`src/rtl/ctrl_pkg.sv`:
```
// ctrl_pkg: shared definitions for the decode control pipeline.
//   - ALU operation codes (3-bit, zero-extended at the top level)
//   - RV32 major opcodes recognised by the decoder
//   - ctrl_t: packed control bundle produced by ctrl_decode
package ctrl_pkg;

    localparam logic [2:0] ALU_ADD = 3'b000;
    localparam logic [2:0] ALU_SUB = 3'b001;
    localparam logic [2:0] ALU_AND = 3'b010;
    localparam logic [2:0] ALU_OR  = 3'b011;
    localparam logic [2:0] ALU_MUL = 3'b100;
    localparam logic [2:0] ALU_SLL = 3'b101;
    localparam logic [2:0] ALU_NOP = 3'b111;

    localparam logic [6:0] OP_IMM = 7'b0010011;
    localparam logic [6:0] OP     = 7'b0110011;
    localparam logic [6:0] LOAD   = 7'b0000011;
    localparam logic [6:0] STORE  = 7'b0100011;
    localparam logic [6:0] BRANCH = 7'b1100011;

    typedef struct packed {
        logic       branch;
        logic       mem_read;
        logic       mem_to_reg;
        logic       mem_write;
        logic       alu_src;
        logic       reg_write;
        logic       illegal;
        logic [2:0] alu_op;
    } ctrl_t;

endpackage

```
`src/rtl/ctrl_decode.sv`:
```
// ctrl_decode: purely combinational RV32 instruction decoder.
// Optional build macro: CTRL_MUL_EN enables decoding of MUL ({f7,f3}=0x008 on OP).
// Ports:
//   instr     in   32  instruction word
//   ctrl      out  ctrl_t control bundle (illegal encodings -> illegal=1, NOP)
//   used_rs1  out  1   instruction reads rs1
//   used_rs2  out  1   instruction reads rs2
//   rd/rs1/rs2 out 5   register address fields, passed through unconditionally
module ctrl_decode
    import ctrl_pkg::*;
(
    input  logic [31:0] instr,
    output ctrl_t       ctrl,
    output logic        used_rs1,
    output logic        used_rs2,
    output logic [4:0]  rd,
    output logic [4:0]  rs1,
    output logic [4:0]  rs2
);

    logic [6:0] opcode;
    logic [2:0] f3;
    logic [6:0] f7;
    logic [9:0] f73;

    assign opcode = instr[6:0];
    assign rd     = instr[11:7];
    assign f3     = instr[14:12];
    assign rs1    = instr[19:15];
    assign rs2    = instr[24:20];
    assign f7     = instr[31:25];
    assign f73    = {f7, f3};

    always_comb begin
        ctrl     = '0;
        ctrl.alu_op = ALU_NOP;
        used_rs1 = 1'b0;
        used_rs2 = 1'b0;
        // Start from illegal; each legal encoding clears it.
        ctrl.illegal = 1'b1;
        unique case (opcode)
            OP_IMM: begin
                if (f3 == 3'b000) begin
                    ctrl = '{alu_op: ALU_ADD, alu_src: 1'b1, reg_write: 1'b1, default: 1'b0};
                    used_rs1 = 1'b1;
                end else if (f3 == 3'b001 && f7 == 7'b0) begin
                    ctrl = '{alu_op: ALU_SLL, alu_src: 1'b1, reg_write: 1'b1, default: 1'b0};
                    used_rs1 = 1'b1;
                end
            end
            OP: begin
                unique case (f73)
                    10'h000: ctrl = '{alu_op: ALU_ADD, reg_write: 1'b1, default: 1'b0};
                    10'h100: ctrl = '{alu_op: ALU_SUB, reg_write: 1'b1, default: 1'b0};
                    10'h006: ctrl = '{alu_op: ALU_OR,  reg_write: 1'b1, default: 1'b0};
                    10'h007: ctrl = '{alu_op: ALU_AND, reg_write: 1'b1, default: 1'b0};
`ifdef CTRL_MUL_EN
                    10'h008: ctrl = '{alu_op: ALU_MUL, reg_write: 1'b1, default: 1'b0};
`endif
                    default: ;
                endcase
                if (!ctrl.illegal) begin
                    used_rs1 = 1'b1;
                    used_rs2 = 1'b1;
                end
            end
            LOAD: begin
                if (f3 == 3'b010) begin
                    ctrl = '{alu_op: ALU_ADD, mem_read: 1'b1, mem_to_reg: 1'b1,
                             alu_src: 1'b1, reg_write: 1'b1, default: 1'b0};
                    used_rs1 = 1'b1;
                end
            end
            STORE: begin
                if (f3 == 3'b010) begin
                    ctrl = '{alu_op: ALU_ADD, mem_write: 1'b1, alu_src: 1'b1, default: 1'b0};
                    used_rs1 = 1'b1;
                    used_rs2 = 1'b1;
                end
            end
            BRANCH: begin
                if (f3 == 3'b000) begin
                    ctrl = '{alu_op: ALU_SUB, branch: 1'b1, default: 1'b0};
                    used_rs1 = 1'b1;
                    used_rs2 = 1'b1;
                end
            end
            default: ;
        endcase
    end

endmodule

```
`src/rtl/decode_ctrl_pipe.sv`:
```
// decode_ctrl_pipe: registered, handshaked RV32 control decode stage (ID/EX register).
// Optional build macro: CTRL_MUL_EN (passed through to ctrl_decode; enables MUL decode).
// Ports:
//   clk, rst_n                 clock, async active-low reset
//   flush                      squash decode input and output register
//   in_valid/in_ready/in_instr upstream handshake + instruction
//   out_valid/out_ready        downstream handshake
//   out_branch..out_reg_write  registered control bits
//   out_alu_op [ALUOP_W]       ALU op, zero-extended 3-bit code
//   out_illegal                undecodable instruction (still emitted as valid)
//   out_rd/out_rs1/out_rs2     register addresses
//   stall_count [STALL_CNT_W]  saturating count of load-use bubbles
module decode_ctrl_pipe
    import ctrl_pkg::*;
#(
    parameter int ALUOP_W     = 3,
    parameter int REG_ADDR_W  = 5,
    parameter int STALL_CNT_W = 16
) (
    input  logic                   clk,
    input  logic                   rst_n,
    input  logic                   flush,
    input  logic                   in_valid,
    output logic                   in_ready,
    input  logic [31:0]            in_instr,
    output logic                   out_valid,
    input  logic                   out_ready,
    output logic                   out_branch,
    output logic                   out_mem_read,
    output logic                   out_mem_to_reg,
    output logic                   out_mem_write,
    output logic                   out_alu_src,
    output logic                   out_reg_write,
    output logic [ALUOP_W-1:0]     out_alu_op,
    output logic                   out_illegal,
    output logic [REG_ADDR_W-1:0]  out_rd,
    output logic [REG_ADDR_W-1:0]  out_rs1,
    output logic [REG_ADDR_W-1:0]  out_rs2,
    output logic [STALL_CNT_W-1:0] stall_count
);

    ctrl_t                 dec;
    logic                  used_rs1;
    logic                  used_rs2;
    logic [4:0]            dec_rd5, dec_rs1_5, dec_rs2_5;
    logic [REG_ADDR_W-1:0] dec_rd, dec_rs1, dec_rs2;
    logic                  hazard;
    logic                  accept;

    ctrl_decode u_dec (
        .instr    (in_instr),
        .ctrl     (dec),
        .used_rs1 (used_rs1),
        .used_rs2 (used_rs2),
        .rd       (dec_rd5),
        .rs1      (dec_rs1_5),
        .rs2      (dec_rs2_5)
    );

    assign dec_rd  = REG_ADDR_W'(dec_rd5);
    assign dec_rs1 = REG_ADDR_W'(dec_rs1_5);
    assign dec_rs2 = REG_ADDR_W'(dec_rs2_5);

    // Load in the output register whose result the incoming instruction needs.
    assign hazard = out_valid & out_mem_read & (out_rd != '0) & in_valid &
                    ((used_rs1 & (dec_rs1 == out_rd)) | (used_rs2 & (dec_rs2 == out_rd)));

    // Gated by rst_n so upstream never sees a handshake while the stage is in reset.
    assign in_ready = rst_n & (flush | ((~out_valid | out_ready) & ~hazard));
    assign accept   = in_valid & in_ready;

    always_ff @(posedge clk or negedge rst_n) begin
        if (!rst_n) begin
            out_valid      <= 1'b0;
            out_branch     <= 1'b0;
            out_mem_read   <= 1'b0;
            out_mem_to_reg <= 1'b0;
            out_mem_write  <= 1'b0;
            out_alu_src    <= 1'b0;
            out_reg_write  <= 1'b0;
            out_alu_op     <= ALUOP_W'(ALU_NOP);
            out_illegal    <= 1'b0;
            out_rd         <= '0;
            out_rs1        <= '0;
            out_rs2        <= '0;
            stall_count    <= '0;
        end else if (flush) begin
            out_valid <= 1'b0;
        end else if (accept) begin
            out_valid      <= 1'b1;
            out_branch     <= dec.branch;
            out_mem_read   <= dec.mem_read;
            out_mem_to_reg <= dec.mem_to_reg;
            out_mem_write  <= dec.mem_write;
            out_alu_src    <= dec.alu_src;
            out_reg_write  <= dec.reg_write;
            out_alu_op     <= ALUOP_W'(dec.alu_op);
            out_illegal    <= dec.illegal;
            out_rd         <= dec_rd;
            out_rs1        <= dec_rs1;
            out_rs2        <= dec_rs2;
        end else if (out_ready & hazard) begin
            out_valid <= 1'b0;
            if (stall_count != '1)
                stall_count <= stall_count + 1'b1;
        end else if (out_ready) begin
            out_valid <= 1'b0;
        end
    end

endmodule

```
`config.mk`:
```
export PLATFORM = sky130hd
export DESIGN_NAME = decode_ctrl_pipe
export DESIGN_NICKNAME = d
export VERILOG_FILES = /design/src/rtl/ctrl_pkg.sv /design/src/rtl/ctrl_decode.sv /design/src/rtl/decode_ctrl_pipe.sv
export SDC_FILE = /design/constraint.sdc
export NUM_CORES = 1
export LEC_CHECK = 0
export BUFFER_PORTS_ARGS = -buffer_cell sky130_fd_sc_hd__buf_2
export CORE_MARGIN = 4
export CORE_UTILIZATION = 50
export CTS_CLUSTER_SIZE = 20
export DETAILED_ROUTE_END_ITERATION = 7
export HOLD_SLACK_MARGIN = 0.03
export PLACE_DENSITY = 0.87
export SLEW_MARGIN = 20
export SYNTH_ARGS = -nofsm -noshare
export SYNTH_HDL_FRONTEND = slang
export SYNTH_SLANG_ARGS = --single-unit
```
`constraint.sdc`:
```
create_clock -name clk -period 3.1 [get_ports clk]
set_input_delay 0.93 -clock clk [delete_from_list [all_inputs] [get_ports clk]]
set_output_delay 0.93 -clock clk [all_outputs]
set_load 0.05 [all_outputs]
```
==> results by group, run 1 <==
Run status
  • Status: complete, but fails checks
  • Failing checks: negative setup slack

Finish
  • Share of layout cells above drive strength 1: 50.00%
  • Final Util: 70.01%
  • Area Overhead vs Synth: 34.48%
  • FILL cells: 338
  • Nets: 345
  • Non-Filler Instances: 360
  • # diodes: 0

Critical path
  • R2R cell count: 6
  • Reg-to-reg startpoint: out_rd[1]
  • Worst path required time: 2170 ps
  • R2R Path End: out_rs2[4]
  • WS Path Type: input pin to primary output
  • Worst EP arrival: 2220 ps
  • Critical path endpoint category: primary output
  • Critical-path top delay cell: or3_4
  • Slowest stage delay, CP: 380 ps
  • Reg2reg setup slack: 380 ps
  • Top delay family on crit path: simple AND/OR/NAND/NOR gates
  • Critical path fanouts, max: 5
  • Crit start category: input pin
  • Bufs and invs on worst path: 2
  • Critical Path Stages: 7
  • Worst Setup SP: in_instr[13]
  • CP cell instances: buf_2, or3_4, a311o_1, nand2b_4, o21ai_4, nor2_4, buf_6
  • Crit path to: in_ready

Synthesis
  • EDFF count, synth: 0
  • Synthesized net count: 238
  • Most common cell in the netlist: dfrtp_1
  • Seq cells post-synth: 41
  • Syn. warnings: 0
  • Synthesized area: 2282 sq um
  • Cells after Synth: 200
  • Synth Flop Type: dfrtp_1
  • Cell taking the most area after synthesis: dfrtp_1
  • Top cells by count, synth: dfrtp_1, xnor2_1, nand2_1
  • Register area share after synthesis: 45.12%
  • Mean Syn Cell Area: 11.41 sq um
  • Yosys top cell area share: 41.67%
  • Netlist cell types: 54
  • Top cells by area, synth: dfrtp_1, xnor2_1, mux2_4
  • Post-synth ARST share: 100.0%

GRT
  • Number of global-route vias before repair: 1943
  • Global-route wire length before repair: 8.956 mm
  • Largest net degree at the start of global routing: 29
  • Initial antenna violation count: 0
  • Total Routing Usage GR: 20.71%
  • Grt total ovfl: 0

Clocking
  • Clock Path Buffers: 2
  • H-Tree Depth: 2
  • Clock tree from TritonCTS: yes
  • Clock latency on the worst-skew pair: 300 ps
  • Root buf cell: clkbuf_8
  • Clk sinks: 41
  • Worst-path clk slew: 90 ps
  • CTS Buf Count: 5

Flow run
  • Number of max-cap violations: 0

Timing
  • Period utilization: 101.7%
  • Unrepaired setup endpoints after global routing: true
  • Final worst setup slack: -54.06 ps
  • Final Max Slew Viols: 0
  • Endpoints failing setup: 1
  • Fin crit period: 3154 ps
  • Fmax: 317.1 MHz
  • Slew @ Worst Pin: 920.9 ps
  • Slew margin rel.: 38.61%
  • Final hold vios: 0
  • Clk_skew: 8.600 ps

Worst hold path
  • Hold Crit Class: flop to flop
  • Worst hold start: out_alu_src
  • WHS Path Cells: 1

Floorplan
  • Die width: 75.56 microns
  • Io pins: 80
  • Starting Density: 52.05%
  • Die Area: 5709 sq um
  • Die Y: 75.56 microns
  • Row count: 24
  • Core ar.: 4384 sq um

Pwr
  • Clock share of power: 29.9%
  • Overall power: 1.524 mW
  • Internal power: 999.4 uW
  • Comb power frac: 29.1%
  • Leakage power total: 1.493 nW
  • Sw frac: 34.43%
  • Sequential share of power: 41.0%
  • Worst vdd ir: 353.5 uV
  • Sw power: 524.7 uW
  • PD cells: 496.6 nW/um^2

Placed design
  • Placer Congestion: 0.8954
  • Placed instance count: 349
  • Buffers added on ports: 79
  • Post-DP HPWL: 4.285 mm

Routing
  • Via-to-Cell Ratio: 5.417
  • Routed vias: 1950
  • Routed wire per std cell: 16.08 microns
  • Number of DRC markers in iteration 0: 93
  • Final WL: 5.787 mm
  • Antenna Nets Post-Route: 0
  • Number of remaining DRC errors: 0
  • First-pass detailed-route iteration total: 4
[worst reg2reg max path, cell delays in order, from the launching register on]
cell     delay, ps
dfrtp_1        460
or4_1          570
o21ai_2        220
or3_2          200
o21ai_2        100
a21oi_2        720
mux2_4         350
[state kept, by name (all words and copies together) (netlist names)]
name and count:
out_mem_write 1, out_rs2 5, out_valid 1, out_branch 1
out_rs1 5, out_alu_op 3, out_mem_read 1, out_illegal 1
stall_count 16, out_reg_write 1, out_alu_src 1, out_rd 5
[kinds of logic (layout without fill, tap and decap cells)]
group	Yosys count	after routing	synth area share (%)
AO/OA/AOI/OAI	33	34	11.68
flip-flops	41	41	45.12
adder cells (fa/ha/maj)	1	1	0.5482
XOR/XNOR	26	26	9.978
buffers and inverters	7	114	2.467
multiplexers	19	19	11.02
AND/OR/NAND/NOR	73	73	19.19
[per-layer routing]
layer | vias to the layer above | wire length (microns) | global-route usage, %
li1 | 948 | - | -
met1 | 940 | 2377 | 25.67
met2 | 53 | 3051 | 36.43
met3 | 9 | 295 | 4.749
met4 | 0 | 63 | 5.243
met5 | - | 0 | 0
[worst min path at each step]
| stage | to | slack (ps) |
|---|---|---|
| finish | out_alu_src | 490 |
| global route | out_alu_src | 500 |
| CTS | stall_count[5] | 490 |
| detailed placement | out_alu_src | 470 |
| global placement | out_alu_src | 470 |
| floorplan | out_alu_op[0] | 610 |
[through the flow]
| step | worst slack, ps | setup TNS, ps | cell area [sq um] | hold slack, ps |
|---|---|---|---|---|
| 2_1_floorplan | 15.02 | 0 | 2293 | 605.3 |
| 3_3_place_gp | -211.2 | -1865 | 2874 | 469.5 |
| 3_5_place_dp | -243.8 | -3041 | 2874 | 474.4 |
| 4_1_cts | -36.44 | -36.44 | 3050 | 492.8 |
| 5_1_grt | -101.5 | -101.5 | 3069 | 502.9 |
| 6_report | -54.06 | -54.06 | 3069 | 485.9 |
[final cells by class]
| type | instances | area [sq um] | share of cell area, % |
|---|---|---|---|
| flip-flops and latches | 41 | 1030 | 33.55 |
| repair buffers | 103 | 588.1 | 19.16 |
| clock buffers | 6 | 82.58 | 2.691 |
| multi-input cells | 153 | 1255 | 40.89 |
| well taps | 52 | 65.06 | 2.120 |
| clock inverters | 2 | 37.54 | 1.223 |
| inverters | 3 | 11.26 | 0.3669 |
[power by group through the flow]
stage	Combinational, mW	Clock, mW	Sequential [mW]
after floorplan	0.130	0	0.805
after global placement	0.430	0	0.632
after detailed placement	0.438	0	0.634
after CTS	0.443	0.461	0.625
after global routing	0.468	0.477	0.632
final	0.444	0.456	0.624
[what timing repair did]
| action | 4_1_cts | 5_1_grt |
|---|---|---|
| endpoints found under the setup margin | 1 | 15 |
| gates cloned | 0 | 1 |
| hold buffers | 0 | 0 |
| hold endpoints to repair | 0 | 0 |
| buffers inserted | 2 | 0 |
| resized for setup | 7 | 2 |
| pin swaps | 6 | 2 |
[layout by cell type, fill, tap and decap left out, drive strengths merged, types with 2 or more instances in the layout]
master	n
a21o	2
a21oi	6
and3	5
and4	2
buf	103
clkbuf	6
dfrtp	38
dfstp	3
inv	3
mux2	19
nand2	14
nand2b	3
nand3	10
nand3b	2
nand4	6
nor2	10
nor3	6
nor4	3
o211ai	3
o21a	4
o21ai	10
or3	3
xnor2	18
xor2	8
Power figures use the tool's default switching activity.
==> run 2, diff against run 1 <==
CORE_UTILIZATION = 40   (was 50)
GPL_TIMING_DRIVEN = 0   (was not set)
PLACE_DENSITY = 0.73   (was 0.87)
==> results by group, run 2 (synthesis results as in run 1) <==
Run status
  • Status: complete, but fails checks (unchanged)
  • Failing checks: negative setup slack (unchanged)

Finish
  • Max FFs per register: 16 (unchanged)
  • Most frequent cells in the layout: buf_2, dfrtp_1, xnor2_1 (was buf_2, dfrtp_1, buf_4)
  • Share of layout cells above drive strength 1: 47.59% (was 50.00%)
  • Largest Register: stall_count (unchanged)
  • Area Overhead vs Synth: 30.76% (was 34.48%)
  • Design Area, Final: 2984 sq um (was 3069 sq um)
  • FILL cells: 502 (was 338)
  • Non-Filler Instances: 362 (was 360)
  • # diodes: 0 (unchanged)
  • Nets: 328 (was 345)
  • Most common cell after layout, fill and taps aside: buf_2 (unchanged)

GRT
  • Largest net degree at the start of global routing: 44 (was 29)
  • Initial antenna violation count: 0 (unchanged)
  • Grt total ovfl: 0 (unchanged)
  • Global-route wire length before repair: 9.025 mm (was 8.956 mm)
  • Number of global-route vias before repair: 1899 (was 1943)
  • Total Routing Usage GR: 15.87% (was 20.71%)

Placed design
  • Buffers added on ports: 78 (was 79)
  • Area post-placement: 2774 sq um (was 2874 sq um)
  • Post-DP HPWL: 4.032 mm (was 4.285 mm)
  • Placer Congestion: 0.8860 (was 0.8954)
  • Placed instance count: 350 (was 349)
  • Pre-CTS WS: -379.3 ps (was -243.8 ps)

Critical path
  • CP cell instances: buf_2, and4bb_2, nand3_1, a311o_1, nand2b_4, o21ai_4, nor2_4, buf_6 (was buf_2, or3_4, a311o_1, nand2b_4, o21ai_4, nor2_4, buf_6)
  • Worst EP arrival: 2260 ps (was 2220 ps)
  • Reg2reg setup slack: 590 ps (was 380 ps)
  • Critical path fanouts, max: 7 (was 5)
  • WS Path Type: input pin to primary output (unchanged)
  • Critical-path top delay cell: and4bb_2 (was or3_4)
  • Crit start category: input pin (unchanged)
  • Critical path endpoint category: primary output (unchanged)
  • Top delay family on crit path: simple AND/OR/NAND/NOR gates (unchanged)
  • Bufs and invs on worst path: 2 (unchanged)
  • Worst path required time: 2170 ps (about the same)
  • Slowest stage delay, CP: 370 ps (was 380 ps)

Pwr
  • Comb power frac: 28.8% (was 29.1%)
  • Worst vdd ir: 259.1 uV (was 353.5 uV)
  • Sw frac: 34.58% (was 34.43%)
  • Leakage power total: 1.415 nW (was 1.493 nW)
  • Clock share of power: 28.5% (was 29.9%)
  • Internal power: 961.2 uW (was 999.4 uW)
  • Overall power: 1.469 mW (was 1.524 mW)
  • Sw power: 508.2 uW (was 524.7 uW)
  • Sequential share of power: 42.8% (was 41.0%)
  • PD cells: 492.4 nW/um^2 (was 496.6 nW/um^2)

Floorplan
  • Die width: 83.54 microns (was 75.56 microns)
  • Row count: 27 (was 24)
  • Io pins: 80 (unchanged)
  • Die Y: 83.54 microns (was 75.56 microns)
  • Die Area: 6978 sq um (was 5709 sq um)
  • Starting Density: 41.45% (was 52.05%)
  • Core ar.: 5507 sq um (was 4384 sq um)

Routing
  • Routed wire per std cell: 14.90 microns (was 16.08 microns)
  • Final WL: 5.393 mm (was 5.787 mm)
  • Antenna Nets Post-Route: 0 (unchanged)
  • Routed vias: 1897 (was 1950)
  • Number of remaining DRC errors: 0 (unchanged)
  • First-pass detailed-route iteration total: 4 (unchanged)
  • Via-to-Cell Ratio: 5.240 (was 5.417)
  • Number of DRC markers in iteration 0: 56 (was 93)

Clocking
  • Clock Path Buffers: 2 (unchanged)
  • Clock latency on the worst-skew pair: 300 ps (about the same)
  • Clk sinks: 41 (unchanged)
  • Worst-path clk slew: 80 ps (was 90 ps)
  • CTS Buf Count: 5 (unchanged)
  • H-Tree Depth: 2 (unchanged)
  • Root buf cell: clkbuf_8 (unchanged)
  • Clock tree from TritonCTS: yes (unchanged)

Timing
  • Slew @ Worst Pin: 533.5 ps (was 920.9 ps)
  • Final hold vios: 0 (unchanged)
  • Clk_skew: 9.656 ps (was 8.600 ps)
  • Fin crit period: 3192 ps (was 3154 ps)
  • Slew margin rel.: 64.44% (was 38.61%)
  • Final worst setup slack: -91.54 ps (was -54.06 ps)
  • Period utilization: 103.0% (was 101.7%)
  • Final hold slack: 487.8 ps (was 485.9 ps)
  • Fmax: 313.3 MHz (was 317.1 MHz)
  • Final Max Slew Viols: 0 (unchanged)
  • Unrepaired setup endpoints after global routing: true (unchanged)
  • Endpoints failing setup: 1 (unchanged)

Flow run
  • Number of max-cap violations: 0 (unchanged)

Worst hold path
  • Hold Crit Class: flop to flop (unchanged)
## run 2: cell type report
cell class              count  area [sq um]  area share [%]
plain buffers               4         45.04           1.509
flip-flops and latches     41          1030           34.51
inverters                   3         11.26          0.3774
clock inverters             2         35.03           1.174
clock buffers               5         68.82           2.306
well taps                  72         90.09           3.019
multi-input cells         152          1249           41.84
repair buffers             83         455.4           15.26
## run 2: final timing paths
check                       startpoint         endpoint  depth (start not counted)
max in group asynchronous        rst_n        out_rd[2]                          1
min                        out_alu_src      out_alu_src                          1
max                        in_instr[2]         in_ready                          8
max reg2reg                  out_rd[1]       out_rs1[1]                          7
min in group asynchronous        rst_n  stall_count[11]                          1
min reg2reg                out_alu_src      out_alu_src                          1
## run 2: per-layer routing
layer | global-route usage (%) | part of all wire, %
met1 | 20.82 | 43
met2 | 25.44 | 50
met3 | 3.850 | 6.2
met4 | 5.994 | 1.6
met5 | 0 | 0
## run 2: stage by stage
| stage | utilization [%] | setup TNS, ps |
|---|---|---|
| after floorplan | - | 0 |
| after global routing | 54.19 | -157.9 |
| after detailed placement | 50.37 | -606.5 |
| after global placement | 50.37 | -423.4 |
| after CTS | 53.96 | -87.62 |
| final | 54.19 | -91.54 |
## run 2: power groups by stage
| stage | clock network [mW] | registers (mW) | logic [mW] |
|---|---|---|---|
| final | 0.418 | 0.628 | 0.423 |
| after global routing | 0.453 | 0.638 | 0.448 |
| after CTS | 0.431 | 0.629 | 0.425 |
| after detailed placement | 0 | 0.638 | 0.417 |
| after global placement | 0 | 0.637 | 0.411 |
| after floorplan | 0 | 0.805 | 0.130 |
## run 2: repair_timing
action,4_1_cts,5_1_grt
gates resized for setup,10,3
hold buffers,0,0
pin swaps,7,0
endpoints found under the setup margin,1,1
buffers inserted,5,0
hold endpoints to repair,0,0
